===== config.mk =====
export PLATFORM = sky130hd
export DESIGN_NAME = riscv_dm_axil_sri_bridge
export DESIGN_NICKNAME = d
export VERILOG_FILES = /design/src/rtl/riscv_dm_axil_sri_bridge.sv
export SDC_FILE = /design/constraint.sdc
export NUM_CORES = 1
export LEC_CHECK = 0
export CORE_ASPECT_RATIO = 0.7
export CORE_UTILIZATION = 38
export CTS_CLUSTER_SIZE = 16
export DETAILED_ROUTE_END_ITERATION = 12
export MAX_ROUTING_LAYER = met4
export PLACE_DENSITY = 0.82
export SYNTH_ARGS = -nofsm -noshare
export SYNTH_HDL_FRONTEND = slang
export SYNTH_SLANG_ARGS = --single-unit

===== constraint.sdc =====
create_clock -name clk_i -period 1.45 [get_ports clk_i]
set_input_delay 0.29 -clock clk_i [delete_from_list [all_inputs] [get_ports clk_i]]
set_output_delay 0.29 -clock clk_i [all_outputs]
set_load 0.005 [all_outputs]

===== src/rtl/riscv_dm_axil_sri_bridge.sv =====
// AXI4-Lite slave to SRI master bridge feeding the Debug Module program buffer / data memory.
// One SRI access per AXI transaction; the SRI error flag is returned as SLVERR.
module riscv_dm_axil_sri_bridge #(
  parameter int AXI_ADDR_WIDTH = 20,
  parameter int SRI_ADDR_WIDTH = 6,
  parameter int DATA_WIDTH     = 64
) (
  input  logic                      clk_i,
  input  logic                      rst_i,
  input  logic                      s_awvalid_i,
  output logic                      s_awready_o,
  input  logic [AXI_ADDR_WIDTH-1:0] s_awaddr_i,
  input  logic                      s_wvalid_i,
  output logic                      s_wready_o,
  input  logic [DATA_WIDTH-1:0]     s_wdata_i,
  input  logic [DATA_WIDTH/8-1:0]   s_wstrb_i,
  output logic                      s_bvalid_o,
  input  logic                      s_bready_i,
  output logic [1:0]                s_bresp_o,
  input  logic                      s_arvalid_i,
  output logic                      s_arready_o,
  input  logic [AXI_ADDR_WIDTH-1:0] s_araddr_i,
  output logic                      s_rvalid_o,
  input  logic                      s_rready_i,
  output logic [DATA_WIDTH-1:0]     s_rdata_o,
  output logic [1:0]                s_rresp_o,
  output logic [SRI_ADDR_WIDTH-1:0] sri_addr_o,
  output logic                      sri_en_o,
  output logic                      sri_we_o,
  output logic [DATA_WIDTH-1:0]     sri_wdata_o,
  output logic [DATA_WIDTH/8-1:0]   sri_be_o,
  input  logic [DATA_WIDTH-1:0]     sri_rdata_i,
  input  logic                      sri_error_i
);

  localparam int STRB_WIDTH = DATA_WIDTH / 8;

  typedef enum logic [1:0] {
    ST_IDLE  = 2'd0,
    ST_ISSUE = 2'd1,
    ST_WAIT  = 2'd2,
    ST_RESP  = 2'd3
  } state_e;

  state_e                    state_q, state_d;
  logic                      aw_full_q, aw_full_d;
  logic [SRI_ADDR_WIDTH-1:0] aw_addr_q, aw_addr_d;
  logic                      w_full_q, w_full_d;
  logic [DATA_WIDTH-1:0]     w_data_q, w_data_d;
  logic [STRB_WIDTH-1:0]     w_strb_q, w_strb_d;
  logic                      ar_full_q, ar_full_d;
  logic [SRI_ADDR_WIDTH-1:0] ar_addr_q, ar_addr_d;
  logic                      is_write_q, is_write_d;
  logic                      last_write_q, last_write_d;
  logic                      sri_en_q, sri_en_d;
  logic                      sri_we_q, sri_we_d;
  logic [SRI_ADDR_WIDTH-1:0] sri_addr_q, sri_addr_d;
  logic [DATA_WIDTH-1:0]     sri_wdata_q, sri_wdata_d;
  logic [STRB_WIDTH-1:0]     sri_be_q, sri_be_d;
  logic [1:0]                resp_q, resp_d;
  logic [DATA_WIDTH-1:0]     rdata_q, rdata_d;
  logic                      bvalid_q, bvalid_d;
  logic                      rvalid_q, rvalid_d;

  logic write_ok_s;
  logic read_ok_s;
  logic grant_write_s;

  // The SRI space aliases, so upper AXI address bits are intentionally dropped.
  generate
    if (AXI_ADDR_WIDTH > SRI_ADDR_WIDTH) begin : g_addr_fold
      logic unused_addr_s;
      assign unused_addr_s = ^{s_awaddr_i[AXI_ADDR_WIDTH-1:SRI_ADDR_WIDTH],
                               s_araddr_i[AXI_ADDR_WIDTH-1:SRI_ADDR_WIDTH]};
    end
  endgenerate

  assign write_ok_s    = aw_full_q & w_full_q;
  assign read_ok_s     = ar_full_q;
  // On a tie the type not granted last wins; last_write resets to 1 so the first tie goes to the read.
  assign grant_write_s = write_ok_s & (~read_ok_s | ~last_write_q);

  assign s_awready_o = ~aw_full_q;
  assign s_wready_o  = ~w_full_q;
  assign s_arready_o = ~ar_full_q;
  assign s_bvalid_o  = bvalid_q;
  assign s_bresp_o   = is_write_q ? resp_q : 2'b00;
  assign s_rvalid_o  = rvalid_q;
  assign s_rresp_o   = is_write_q ? 2'b00 : resp_q;
  assign s_rdata_o   = rdata_q;
  assign sri_en_o    = sri_en_q;
  assign sri_we_o    = sri_we_q;
  assign sri_addr_o  = sri_addr_q;
  assign sri_wdata_o = sri_wdata_q;
  assign sri_be_o    = sri_be_q;

  always_comb begin
    state_d      = state_q;
    aw_full_d    = aw_full_q;
    aw_addr_d    = aw_addr_q;
    w_full_d     = w_full_q;
    w_data_d     = w_data_q;
    w_strb_d     = w_strb_q;
    ar_full_d    = ar_full_q;
    ar_addr_d    = ar_addr_q;
    is_write_d   = is_write_q;
    last_write_d = last_write_q;
    sri_en_d     = 1'b0;
    sri_we_d     = sri_we_q;
    sri_addr_d   = sri_addr_q;
    sri_wdata_d  = sri_wdata_q;
    sri_be_d     = sri_be_q;
    resp_d       = resp_q;
    rdata_d      = rdata_q;
    bvalid_d     = bvalid_q;
    rvalid_d     = rvalid_q;

    if (s_awvalid_i && !aw_full_q) begin
      aw_full_d = 1'b1;
      aw_addr_d = s_awaddr_i[SRI_ADDR_WIDTH-1:0];
    end else begin
      aw_addr_d = aw_addr_q;
    end
    if (s_wvalid_i && !w_full_q) begin
      w_full_d = 1'b1;
      w_data_d = s_wdata_i;
      w_strb_d = s_wstrb_i;
    end else begin
      w_data_d = w_data_q;
    end
    if (s_arvalid_i && !ar_full_q) begin
      ar_full_d = 1'b1;
      ar_addr_d = s_araddr_i[SRI_ADDR_WIDTH-1:0];
    end else begin
      ar_addr_d = ar_addr_q;
    end

    case (state_q)
      ST_IDLE: begin
        if (write_ok_s || read_ok_s) begin
          state_d      = ST_ISSUE;
          is_write_d   = grant_write_s;
          last_write_d = grant_write_s;
          sri_en_d     = 1'b1;
          sri_we_d     = grant_write_s;
          if (grant_write_s) begin
            sri_addr_d  = aw_addr_q;
            sri_wdata_d = w_data_q;
            sri_be_d    = w_strb_q;
          end else begin
            sri_addr_d  = ar_addr_q;
            sri_wdata_d = {DATA_WIDTH{1'b0}};
            sri_be_d    = {STRB_WIDTH{1'b1}};
          end
        end else begin
          state_d = ST_IDLE;
        end
      end
      ST_ISSUE: begin
        state_d = ST_WAIT;
      end
      ST_WAIT: begin
        state_d = ST_RESP;
        resp_d  = {sri_error_i, 1'b0};
        if (is_write_q) begin
          rdata_d  = {DATA_WIDTH{1'b0}};
          bvalid_d = 1'b1;
        end else begin
          rdata_d  = sri_rdata_i;
          rvalid_d = 1'b1;
        end
      end
      ST_RESP: begin
        if (is_write_q && s_bready_i) begin
          bvalid_d  = 1'b0;
          aw_full_d = 1'b0;
          w_full_d  = 1'b0;
          state_d   = ST_IDLE;
        end else if (!is_write_q && s_rready_i) begin
          rvalid_d  = 1'b0;
          ar_full_d = 1'b0;
          state_d   = ST_IDLE;
        end else begin
          state_d = ST_RESP;
        end
      end
      default: begin
        state_d = ST_IDLE;
      end
    endcase
  end

  // Reset drops any in-flight transaction so no late B/R response can appear.
  always_ff @(posedge clk_i) begin
    if (rst_i) begin
      state_q      <= ST_IDLE;
      aw_full_q    <= 1'b0;
      aw_addr_q    <= {SRI_ADDR_WIDTH{1'b0}};
      w_full_q     <= 1'b0;
      w_data_q     <= {DATA_WIDTH{1'b0}};
      w_strb_q     <= {STRB_WIDTH{1'b0}};
      ar_full_q    <= 1'b0;
      ar_addr_q    <= {SRI_ADDR_WIDTH{1'b0}};
      is_write_q   <= 1'b0;
      last_write_q <= 1'b1;
      sri_en_q     <= 1'b0;
      sri_we_q     <= 1'b0;
      sri_addr_q   <= {SRI_ADDR_WIDTH{1'b0}};
      sri_wdata_q  <= {DATA_WIDTH{1'b0}};
      sri_be_q     <= {STRB_WIDTH{1'b0}};
      resp_q       <= 2'b00;
      rdata_q      <= {DATA_WIDTH{1'b0}};
      bvalid_q     <= 1'b0;
      rvalid_q     <= 1'b0;
    end else begin
      state_q      <= state_d;
      aw_full_q    <= aw_full_d;
      aw_addr_q    <= aw_addr_d;
      w_full_q     <= w_full_d;
      w_data_q     <= w_data_d;
      w_strb_q     <= w_strb_d;
      ar_full_q    <= ar_full_d;
      ar_addr_q    <= ar_addr_d;
      is_write_q   <= is_write_d;
      last_write_q <= last_write_d;
      sri_en_q     <= sri_en_d;
      sri_we_q     <= sri_we_d;
      sri_addr_q   <= sri_addr_d;
      sri_wdata_q  <= sri_wdata_d;
      sri_be_q     <= sri_be_d;
      resp_q       <= resp_d;
      rdata_q      <= rdata_d;
      bvalid_q     <= bvalid_d;
      rvalid_q     <= rvalid_d;
    end
  end

endmodule

* Word level (Yosys, flattened, before mapping)
Index checks and enable logic that the tools add are counted.
** Word-level totals
- Memory bits (read-only) :: 0
- Latch bits :: 0
- Flip-flop bits (word level) :: 237
- Output and inout bits :: 153
- Logic and storage cells :: 78
- Bits in writable memories :: 0
- Bits of input ports :: 184
- Memories kept :: 0
** Cells by class
- Div/mod/pow operators :: 0
- Multipliers :: 0
- Muxes and demuxes :: 28
- Bitwise logic cells :: 8
- Reduce and logical (&&, ||, !) cells :: 16
- Equality and inequality tests :: 8
- Order comparisons :: 0
- Shift-type cells :: 0
- $add $sub $neg :: 0
** Operator list (number)
- $mux 64 :: 2
- $mux 1 :: 17
- $ne 2x2->1 const B :: 5
- $mux 2 :: 4
- $mux 8 :: 1
- $pmux 2 s4 :: 1
- $mux 6 :: 1
- $logic_and 1x1->1 :: 5
- $not 1->1 :: 5
- $eq 2x2->1 const B :: 2
- $logic_not 1->1 :: 4
- $pmux 1 s2 :: 2
- $reduce_and 4->1 :: 1
- $reduce_and 3->1 :: 1
- $and 1x1->1 :: 2
- $eq 2x1->1 const B :: 1
- $logic_not 2->1 :: 1
- $reduce_and 2->1 :: 1
- $reduce_bool 2->1 :: 1
- $reduce_or 2->1 :: 1
- $logic_or 1x1->1 :: 1
- $or 1x1->1 :: 1

* Depth between registers and ports, before layout
- Word-level depth :: 6
- Gate-level depth with buffers :: 6
- Mapped depth without buffers :: 3

* Worst setup path before layout
OpenSTA, ideal clock, no wires.
- Kind :: register to register
- From :: reg aw_full_q
- To :: reg sri_be_q[4], in the netlist sri_be_o[4]
- Path slack :: 72 ps
- Data arrival time :: 1259 ps
- Setup time :: 119 ps
- Stages on the path, launching flop included :: 7
- Period minus slack after synthesis :: 1378 ps
- Path through :: dfxtp_1 > a21o_1 > buf_6 > and2_1 > buf_6 > buf_6 > o221a_1
** On the way
- Longest elaborated chain between the ends :: 3
- Elaborated cells on any way between the ends :: 5
- Those cells by class :: mux (1); bitwise (2); reduce/logical (2)
** Ends and longest elaborated chain
- start: declaration :: line 46 : logic aw_full_q, aw_full_d;
- start signal: assignment :: line 217 : aw_full_q <= aw_full_d;
- $and 1x1->1 (*) :: line 78 : assign write_ok_s = aw_full_q & w_full_q;
- $and 1x1->1 or $logic_or 1x1->1 (tied branches) :: line 81, 140
- $mux 8 or $reduce_and 2->1 (tied branches)
- end signal: assignment :: line 210 : sri_be_q <= {STRB_WIDTH{1'b0}};
- end signal: assignment :: line 230 : sri_be_q <= sri_be_d;
- end: declaration :: line 59 : logic [STRB_WIDTH-1:0] sri_be_q, sri_be_d;
Mark *: on every way between the ends. The rest lies on a longest branch, timed or not.
A chain may end at the register's enable or synchronous reset.

==> metrics.md <==
| Metric | Value |
|---|---|
| Worst Slack Setup Final | -19.4 ps |
| Sink Count | between 200 and 250 |
| Synth warn | 0 |
| Tmin final | 1470 ps |
| Global route total overflow | 0 |
| Power Density | 1270 mW/mm^2 |
| Final setup viols | 1 |
| Cts hold-fix bufs | 0 |
| Crit path DAT | 1180 ps |
| Final hold vios | 0 |
| Area delta synth->final | 53.6% |
| WL final | 24.8 mm |
| Worst Path Required | 1160 ps |
| Cell row count | 43 |
| Worst r2r dst | sri_wdata_o[29]$_SDFFE_PP0P_ |
| Top cell type's share of synthesized area | 0.603 |
| First-pass GRT wire length | around 36 mm |
| Max VDD drop | 1.06 mV |
| Mean area per synthesized cell | 10.5 um^2 |
| Global placer's final weighted congestion | ~0.86 |
| Pin count of the biggest net entering global routing | ~70 |
| Tcrit/Tclk final | 1.01 |
| Fillers | 1661 |
| Initial core utilization | 0.392 |
| Top cells by count, synth | dfxtp_1 (237), nand2_1 (151), a22o_1 (126) |
| WL/cell | ~18 um |
| # DRC | 0 |
| Yosys cell types | 30 |
| Most numerous cell in the Yosys netlist | dfxtp_1 |
| Routed via count | 6926 |
| Crit path kind | register to primary output |
| Synth top area cells | dfxtp_1 (60%), a22o_1 (14%), nand2_1 (7.2%), a21oi_1 (5.2%), mux2i_1 (1.7%) |
| DIE HEIGHT | around 120 um |
| Nets | 1245 |
| Synthesized area | 0.00787 mm^2 |
| CTS tree | done |
| CP Capture Type | primary output |
| Vias in the first global route | 6668 |
| DIE WIDTH | 174 um |
| Clock skew | 13.7 ps |
| Max Root-Sink Buffers | 3 |
| LEAKAGE | between 5 and 6 nW |
| Type of origin of the critical path | register |
| Placed instance count | 1298 |
| Outcome | finished with violations |
| # IOs | 337 |
| Slew Limit Fails | 0 |
| Register-to-register setup slack | 20 ps |
| Unrepaired setup endpoints after global routing | true |
| H-Tree Depth | 1 |
| Beginning of the worst register-to-register path | ar_full_q$_SDFF_PP0_ |
| Total GRT Usage | 0.222 |
| Place WS | -186 ps |
| Hold WS | 282 ps |
| Register area share after synthesis | 0.603 |
| Post-Syn Instances | approximately 750 |
| Critical Path Source | sri_we_o$_SDFFE_PP0P_ |
| Worst Hold Class | input pin to register |
| EDFF count, synth | 0 |
| Clock Tree Root | clkbuf_16 |
| Failing checks | setup timing |
| Initial DRC Count | 536 |
| Share of cells above drive strength 1 | 0.115 |
| Worst-path clk slew | around 70 ps |
| ANT nets after route | 0 |
| Worst reg2reg path depth | 6 |
| Skew-Pair Late Insertion Delay | 500 ps |
| DIE AREA | 0.0213 mm^2 |
| DP Wirelength | 16.7 mm |
| FMAX | 681 MHz |
| Port Buffers | 306 |
| CTS Buf Count | 23 |
| Most common flop cell mapped by yosys | dfxtp_1 |
| Max_cap viols | 0 |
| Setup crit end | s_rresp_o[1] |
| Post-synth ARST share | 0 |
| Yosys top cell by area | dfxtp_1 |
| FF+latch count, synth | 237 |
| Core Area | 0.0201 mm^2 |
| Detailed Routing Iterations Pass 1 | 5 |
| CP max FO | 3 |
| Vias per cell | 5.14 |
| Fin cells | 1347 |
| Initial antenna violation count | 2 |
==> critical path: stages (launching register included) <==
cell and delay, ps:
dfxtp_4 360, buf_6 120, nor2b_1 90, buf_2 110
==> worst min-delay path by stage <==
stage	startpoint	to	cells after the start	slack [ps]
floorplan	s_arvalid_i	ar_full_q$_SDFF_PP0_	1	400
global placement	s_rvalid_o$_SDFFE_PP0P_	s_rvalid_o$_SDFFE_PP0P_	1	440
detailed placement	w_data_q[49]$_SDFFE_PP0P_	w_data_q[49]$_SDFFE_PP0P_	2	450
CTS	rst_i	w_strb_q[0]$_SDFFE_PP0P_	3	270
global route	rst_i	w_data_q[58]$_SDFFE_PP0P_	3	290
finish	rst_i	w_strb_q[0]$_SDFFE_PP0P_	3	280
==> power breakdown <==
group | switching [W] | total [W] | leakage [nW] | internal (W)
clock network | 0.00240 | 0.00645 | 0.403 | 0.00405
registers | 0.000201 | 0.00706 | 1.94 | 0.00686
logic | 0.000855 | 0.00190 | 2.97 | 0.00105
total | 0.00346 | 0.0154 | 5.32 | 0.0120
==> metal layers <==
| layer | vias to the layer above | wire (um) | GRT usage |
|---|---|---|---|
| met5 | - | 0 | - |
| met4 | 0 | 647 | 0.0598 |
| met3 | 40 | 1770 | 0.0520 |
| met2 | 273 | 11700 | 0.360 |
| met1 | 3350 | 10700 | 0.279 |
| li1 | 3263 | - | - |
==> layout by cell type (no fill, tap or decap), types with 3 or more instances in the layout <==
cell,Yosys,layout
dfxtp_2,0,18
dfxtp_1,237,214
inv_1,6,5
nor2b_1,5,3
a22o_1,126,126
dlygate4sd2_1,0,139
buf_12,0,10
nand2_1,151,151
clkbuf_8,0,5
a21oi_1,82,82
clkbuf_1,31,4
nand3_1,8,7
clkbuf_16,0,25
o21ai_0,7,7
nor2_1,17,15
mux2i_1,13,13
a311oi_2,6,6
buf_4,3,25
bufinv_16,0,5
and2_1,4,4
o21a_1,4,4
clkdlybuf4s50_1,0,154
o221a_1,8,8
clkbuf_2,0,5
buf_6,4,4
dfxtp_4,0,5
clkdlybuf4s15_1,0,4
==> sequential cells by signal, indices dropped and copies added (netlist names) <==
| name | cells |
|---|---|
| s_rdata_o | 64 |
| sri_wdata_o | 64 |
| w_data_q | 64 |
| sri_be_o | 8 |
| w_strb_q | 8 |
| ar_addr_q | 6 |
| aw_addr_q | 6 |
| sri_addr_o | 6 |
| state_q | 2 |
| ar_full_q | 1 |
| aw_full_q | 1 |
| last_write_q | 1 |
| resp_q | 1 |
| s_bvalid_o | 1 |
| s_rvalid_o | 1 |
| sri_en_o | 1 |
| sri_we_o | 1 |
| w_full_q | 1 |
==> per-stage QoR <==
stage	total power [W]	TNS, ps	instance area, um^2	util
6_report	0.0154	-19.4	12100	0.603
4_1_cts	0.0155	-139	12000	0.597
5_1_grt	0.0160	-377	12100	0.603
2_1_floorplan	0.00796	0	7880	-
3_3_place_gp	0.00909	-5180	11300	0.562
3_5_place_dp	0.00913	-8480	11300	0.562
==> what timing repair did <==
item                       in CTS  in global routing
setup buffers                   2                  3
pin swaps                       0                  2
setup endpoints to repair     182                144
cloned                          0                  3
gates resized for setup       191                 20
==> area by class of cell <==
cell class | count | area, um^2 | area share
diodes | 2 | 5.00 | 0.000414
clock buffers | 32 | 659 | 0.0545
clock inverters | 7 | 164 | 0.0136
inverters | 6 | 22.5 | 0.00186
multi-input cells | 447 | 2790 | 0.230
flip-flops and latches | 237 | 4790 | 0.396
well taps | 270 | 338 | 0.0279
repair buffers | 346 | 3330 | 0.276
==> cells by family after synthesis <==
| logic type | count (synthesis) | share of synthesized area |
|---|---|---|
| buffers and inverters | 70 | 0.0504 |
| DFF | 237 | 0.603 |
| AOI/OAI and AO/OA | 239 | 0.229 |
| muxes | 13 | 0.0165 |
| other | 1 | 0.000476 |
| and+or+nand+nor | 193 | 0.101 |
(Power assumes the default switching activity.)
